File: config.mk
export PLATFORM = sky130hd
export DESIGN_NAME = spi_peripheral_regs
export DESIGN_NICKNAME = d
export VERILOG_FILES = /design/src/rtl/spi_peripheral_regs.sv
export SDC_FILE = /design/constraint.sdc
export NUM_CORES = 1
export LEC_CHECK = 0
export ABC_AREA = 1
export CAP_MARGIN = 20
export CORE_MARGIN = 1.5
export CORE_UTILIZATION = 41
export CTS_BUF_LIST = sky130_fd_sc_hd__clkbuf_8
export DETAILED_ROUTE_END_ITERATION = 7
export PLACE_DENSITY_LB_ADDON = 0.2
export SLEW_MARGIN = 20
export SYNTH_ARGS = -nofsm -noshare
export SYNTH_HDL_FRONTEND = slang
export SYNTH_SLANG_ARGS = --single-unit
File: constraint.sdc
create_clock -name clk -period 3.85 [get_ports clk]
set_input_delay 1.155 -clock clk [delete_from_list [all_inputs] [get_ports clk]]
set_output_delay 1.155 -clock clk [all_outputs]
set_load 0.005 [all_outputs]
File: src/rtl/spi_peripheral_regs.sv
// SPI peripheral with a byte-wide register file, 1/2/4 data lanes, auto-incrementing
// wrapping address, configurable read turnaround and a combinational debug read port.
module spi_peripheral_regs #(
  parameter int LANES      = 4,
  parameter int ADDR_BITS  = 4,
  parameter int READ_DUMMY = 2
) (
  input  logic                 clk,
  input  logic                 rst_n,
  input  logic                 spi_cs_n,
  input  logic [LANES-1:0]     spi_d_in,
  output logic [LANES-1:0]     spi_d_out,
  output logic [LANES-1:0]     spi_d_oe,
  output logic                 wr_strobe,
  output logic [ADDR_BITS-1:0] wr_addr,
  output logic [7:0]           wr_data,
  input  logic [ADDR_BITS-1:0] dbg_addr,
  output logic [7:0]           dbg_data
);

  localparam int          BPC        = 8 / LANES;
  localparam logic [2:0]  BPC_LAST   = 3'(BPC - 1);
  localparam logic [3:0]  DUMMY_LAST = 4'(READ_DUMMY - 1);
  localparam int unsigned DEPTH      = 1 << ADDR_BITS;

  localparam logic [2:0] S_IDLE  = 3'd0;
  localparam logic [2:0] S_CMD   = 3'd1;
  localparam logic [2:0] S_DUMMY = 3'd2;
  localparam logic [2:0] S_WRITE = 3'd3;
  localparam logic [2:0] S_READ  = 3'd4;

  logic [7:0]           regs [DEPTH];
  logic [2:0]           state;
  logic [2:0]           bit_cnt;
  logic [3:0]           dummy_cnt;
  logic [7:0]           sr;
  logic [ADDR_BITS-1:0] addr;
  logic [ADDR_BITS-1:0] addr_inc;
  logic [7:0]           in_byte;

  // One shift register serves both directions: inbound groups enter at the bottom,
  // outbound groups leave from the top.
  assign in_byte   = {sr[7-LANES:0], spi_d_in};
  assign addr_inc  = addr + ADDR_BITS'(1);
  assign spi_d_out = sr[7 -: LANES];
  assign spi_d_oe  = (state == S_READ) ? '1 : '0;
  assign dbg_data  = regs[dbg_addr];

  always_ff @(posedge clk or negedge rst_n) begin
    if (!rst_n) begin
      for (int unsigned i = 0; i < DEPTH; i++) regs[i] <= '0;
      state     <= S_IDLE;
      bit_cnt   <= '0;
      dummy_cnt <= '0;
      sr        <= '0;
      addr      <= '0;
      wr_strobe <= 1'b0;
      wr_addr   <= '0;
      wr_data   <= '0;
    end else begin
      wr_strobe <= 1'b0;
      if (spi_cs_n) begin
        // Deselect wins over everything: partial bytes are dropped, nothing commits.
        state     <= S_IDLE;
        bit_cnt   <= '0;
        dummy_cnt <= '0;
      end else begin
        case (state)
          S_IDLE: begin
            sr      <= in_byte;
            bit_cnt <= 3'd1;
            state   <= S_CMD;
          end
          S_CMD: begin
            sr <= in_byte;
            if (bit_cnt == BPC_LAST) begin
              bit_cnt <= '0;
              addr    <= in_byte[ADDR_BITS-1:0];
              if (in_byte[7]) begin
                if (READ_DUMMY == 0) begin
                  state <= S_READ;
                  sr    <= regs[in_byte[ADDR_BITS-1:0]];
                end else begin
                  state     <= S_DUMMY;
                  dummy_cnt <= '0;
                end
              end else begin
                state <= S_WRITE;
              end
            end else begin
              bit_cnt <= bit_cnt + 3'd1;
            end
          end
          S_DUMMY: begin
            if (dummy_cnt == DUMMY_LAST) begin
              state <= S_READ;
              sr    <= regs[addr];
            end else begin
              dummy_cnt <= dummy_cnt + 4'd1;
            end
          end
          S_WRITE: begin
            sr <= in_byte;
            if (bit_cnt == BPC_LAST) begin
              regs[addr] <= in_byte;
              wr_strobe  <= 1'b1;
              wr_addr    <= addr;
              wr_data    <= in_byte;
              addr       <= addr_inc;
              bit_cnt    <= '0;
            end else begin
              bit_cnt <= bit_cnt + 3'd1;
            end
          end
          S_READ: begin
            if (bit_cnt == BPC_LAST) begin
              sr      <= regs[addr_inc];
              addr    <= addr_inc;
              bit_cnt <= '0;
            end else begin
              sr      <= sr << LANES;
              bit_cnt <= bit_cnt + 3'd1;
            end
          end
          default: state <= S_IDLE;
        endcase
      end
    end
  end

endmodule
==> results.py <==
metrics = {
    "route": {
        "dr_total_vias": 10200,
        "drc": 0,
        "routed_wirelength_um": 35100,
        "final_antenna_net_count": 0,
        "wl_per_cell_um": 19.3,
        "drtIter0Drc": 1159,
        "drt_pre_antenna_iters": 6,
        "viasPerCell": 5.61,
    },
    "worst_setup_path": {
        "r2r_start": "addr[1]$_DFFE_PN0P_",
        "cp.required_ns": 2.69,
        "crit_arrival_ns": 2.62,
        "rrSetupSlack_ns": 1.12,
        "reg2reg_depth": 11,
        "endpoint": "dbg_data[0]",
        "critPathLaunch": "dbg_addr[0]",
        "crit_path_start_kind": "input pin",
        "critPathMaxFanout": 19,
        "reg2reg_to": "sr[3]$_DFFE_PN0P_",
        "critPathKind": "in2out",
        "end_kind": "output port",
    },
    "final_layout": {
        "final_cells": 1812,
        "num-nets-final": 1492,
        "drive_gt1_share_pct": 8.94,
        "multi_input_area_sq_um": 5230,
        "fillers": 2506,
        "antenna_cells": 0,
        "syn2layout_area_growth_pct": 11.9,
        "seq_area_sq_um": 4080,
        "postLayoutCoreUtil_pct": 47.1,
    },
    "global_route": {
        "grt_pass1_vias": 9482,
        "grt_pass1_wl_um": 54800,
        "grt_max_degree": 160,
        "grt_usage_pct": 27.5,
        "antenna_found_initial": 0,
        "grt-ovfl-total": 0,
    },
    "yosys": {
        "ys_types": 37,
        "yosys_warnings": 0,
        "synth_cells": 1468,
        "ys_seq_area_share_pct": 39.6,
        "syn-cell-area_sq_um": 10300,
        "syn_nets": 1485,
        "avgSynthCellArea_sq_um": 7.02,
        "ys_ff_latch": 163,
    },
    "timing": {
        "finalHoldViolCount": 0,
        "relSlewSlack_pct": 36.8,
        "finalCriticalPeriod_ns": 3.77,
        "tightest_slew_ns": 0.947,
        "clock.fmax_mhz": 265,
        "drv_slew": 0,
        "setup_viol": 0,
        "rsz0062_at_grt": "no",
        "post-route-period-util_pct": 98.0,
        "finClkSkew_ns": 0.0185,
    },
    "place": {
        "dp.cells": 1778,
        "hpwl_um": 23700,
        "place_congestion": 0.930,
        "io_buffers": 39,
    },
    "die": {
        "dieArea_sq_um": 26100,
        "core-area_sq_um": 24500,
        "dieWidth_um": 162,
        "rows": 57,
        "ios": 40,
        "initial_core_util_pct": 42.1,
        "dieHeight_um": 162,
    },
    "clock_tree": {
        "cts_tree": "yes",
        "cts_htree_levels": 4,
        "clk_pin_slew_worst_paths_ns": 0.09,
        "insertion_delay_ns": 0.48,
        "cts_buffers": 17,
        "cts_root_buffer": "clkbuf_8",
        "cts_num_sinks": 163,
        "clk_path_buf_depth": 2,
        "post_cts_buffers": 0,
    },
    "power_and_ir_drop": {
        "power.density_nw_per_um2": 648,
        "vdd_drop_max_mv": 0.436,
        "power.leakage_nw": 5.27,
    },
    "run": {
        "maxCapViolCount": 0,
    },
    "worst_hold_path": {
        "hold_path.class": "reg2reg",
    },
    "run_status": {
        "status": "finished clean",
    },
}
critical path, cell delays in order:
cell and delay, ns:
buf_6 0.18, buf_12 0.17, nor2_1 0.05, a21oi_1 0.12, o21ai_1 0.09, buf_4 0.16
o221ai_2 0.16, nand2_1 0.08, clkdlybuf4s50_1 0.44
cell type report:
cell class,instances,area share (%)
timing repair inverter,1,0.0651
tap,324,3.52
clock inverter,14,1.22
multi-input combinational,1074,45.3
sequential,163,35.4
timing repair buffer,96,8.32
clock buffer,18,2.15
inverter,122,4.01
cells in the mapped netlist (all sizes together):
cell type	n	area share, %
nor2	55	2.6
ha	6	0.73
o221ai	14	1.2
nand2	447	17
nand3	88	4.4
nor3	2	0.21
xor2	4	0.41
nand4	2	0.12
clkinv	1	0.036
xnor2	1	0.085
buf	47	3.1
a31oi	1	0.061
clkbuf	62	2.3
dfrtp	163	40
a21oi	116	5.7
o21ai	281	14
a211oi	1	0.073
o22ai	7	0.43
nor3b	1	0.073
o211ai	48	3.5
inv	121	4.4
per-layer routing:
layer  wire length, um  vias to the layer above  global-route usage [%]
li1                  -                     4888                       -
met1             16000                     4774                    39.6
met2             15100                      432                    41.2
met3              3040                       63                    5.06
met4               983                        0                    9.22
met5                 0                        -                       0
layout by cell type, fill, tap and decap left out, types with 18 or more instances in the layout:
cell type	instances
a21oi_1	115
buf_4	46
nand3_1	87
dfrtp_1	162
o21ai_1	125
nand2_1	432
inv_1	117
o211ai_1	48
nor2_1	49
clkdlybuf4s50_1	28
clkbuf_8	18
o21ai_0	147
how the worst min path moves through the flow:
| stage | endpoint | from | cells past startpoint | slack (ns) |
|---|---|---|---|---|
| 3_5_place_dp | sr[5]$_DFFE_PN0P_ | sr[5]$_DFFE_PN0P_ | 2 | 0.47 |
| 5_1_grt | regs[54]$_DFFE_PN0P_ | regs[54]$_DFFE_PN0P_ | 2 | 0.51 |
| 3_3_place_gp | sr[5]$_DFFE_PN0P_ | sr[5]$_DFFE_PN0P_ | 2 | 0.47 |
| 4_1_cts | sr[5]$_DFFE_PN0P_ | sr[5]$_DFFE_PN0P_ | 2 | 0.49 |
| 2_1_floorplan | sr[4]$_DFFE_PN0P_ | sr[4]$_DFFE_PN0P_ | 2 | 0.45 |
| 6_report | sr[5]$_DFFE_PN0P_ | sr[5]$_DFFE_PN0P_ | 2 | 0.49 |
kinds of logic after synthesis:
group,Yosys count,synth area share [%]
AND/OR/NAND/NOR,595,24.5
AO/OA/AOI/OAI,468,24.9
buffers and inverters,231,9.81
flip-flops,163,39.6
adder cells (fa/ha/maj),6,0.729
XOR/XNOR,5,0.498
repair_timing:
action                                  CTS  global route
endpoints found under the setup margin    8             6
cloned                                    1             1
resized for setup                        16            25
hold buffers                              0             0
state kept, by name (all words and copies together), names as in the netlist:
register / flops
sr: 8
wr_strobe: 1
dummy_cnt: 4
bit_cnt: 3
wr_data: 8
state: 3
regs: 128
wr_addr: 4
addr: 4
report_power, final:
group / internal, mW / switching [mW]
Clock: 0.592 / 0.701
Combinational: 1.20 / 2.81
Sequential: 1.95 / 0.225
Total: 3.74 / 3.73
stage by stage:
| step | setup slack (ns) | setup TNS, ns | area, sq um | power (mW) | hold slack, ns |
|---|---|---|---|---|---|
| 3_3_place_gp | -0.162 | -1.12 | 11000 | 6.07 | 0.466 |
| 6_report | 0.0767 | 0 | 11500 | 7.47 | 0.487 |
| 4_1_cts | 0.00217 | 0 | 11500 | 7.40 | 0.494 |
| 2_1_floorplan | 0.445 | 0 | 10300 | 4.68 | 0.450 |
| 5_1_grt | 0.00550 | 0 | 11500 | 7.92 | 0.514 |
| 3_5_place_dp | -0.208 | -1.36 | 11000 | 6.09 | 0.469 |
Power figures use the tool's default switching activity.
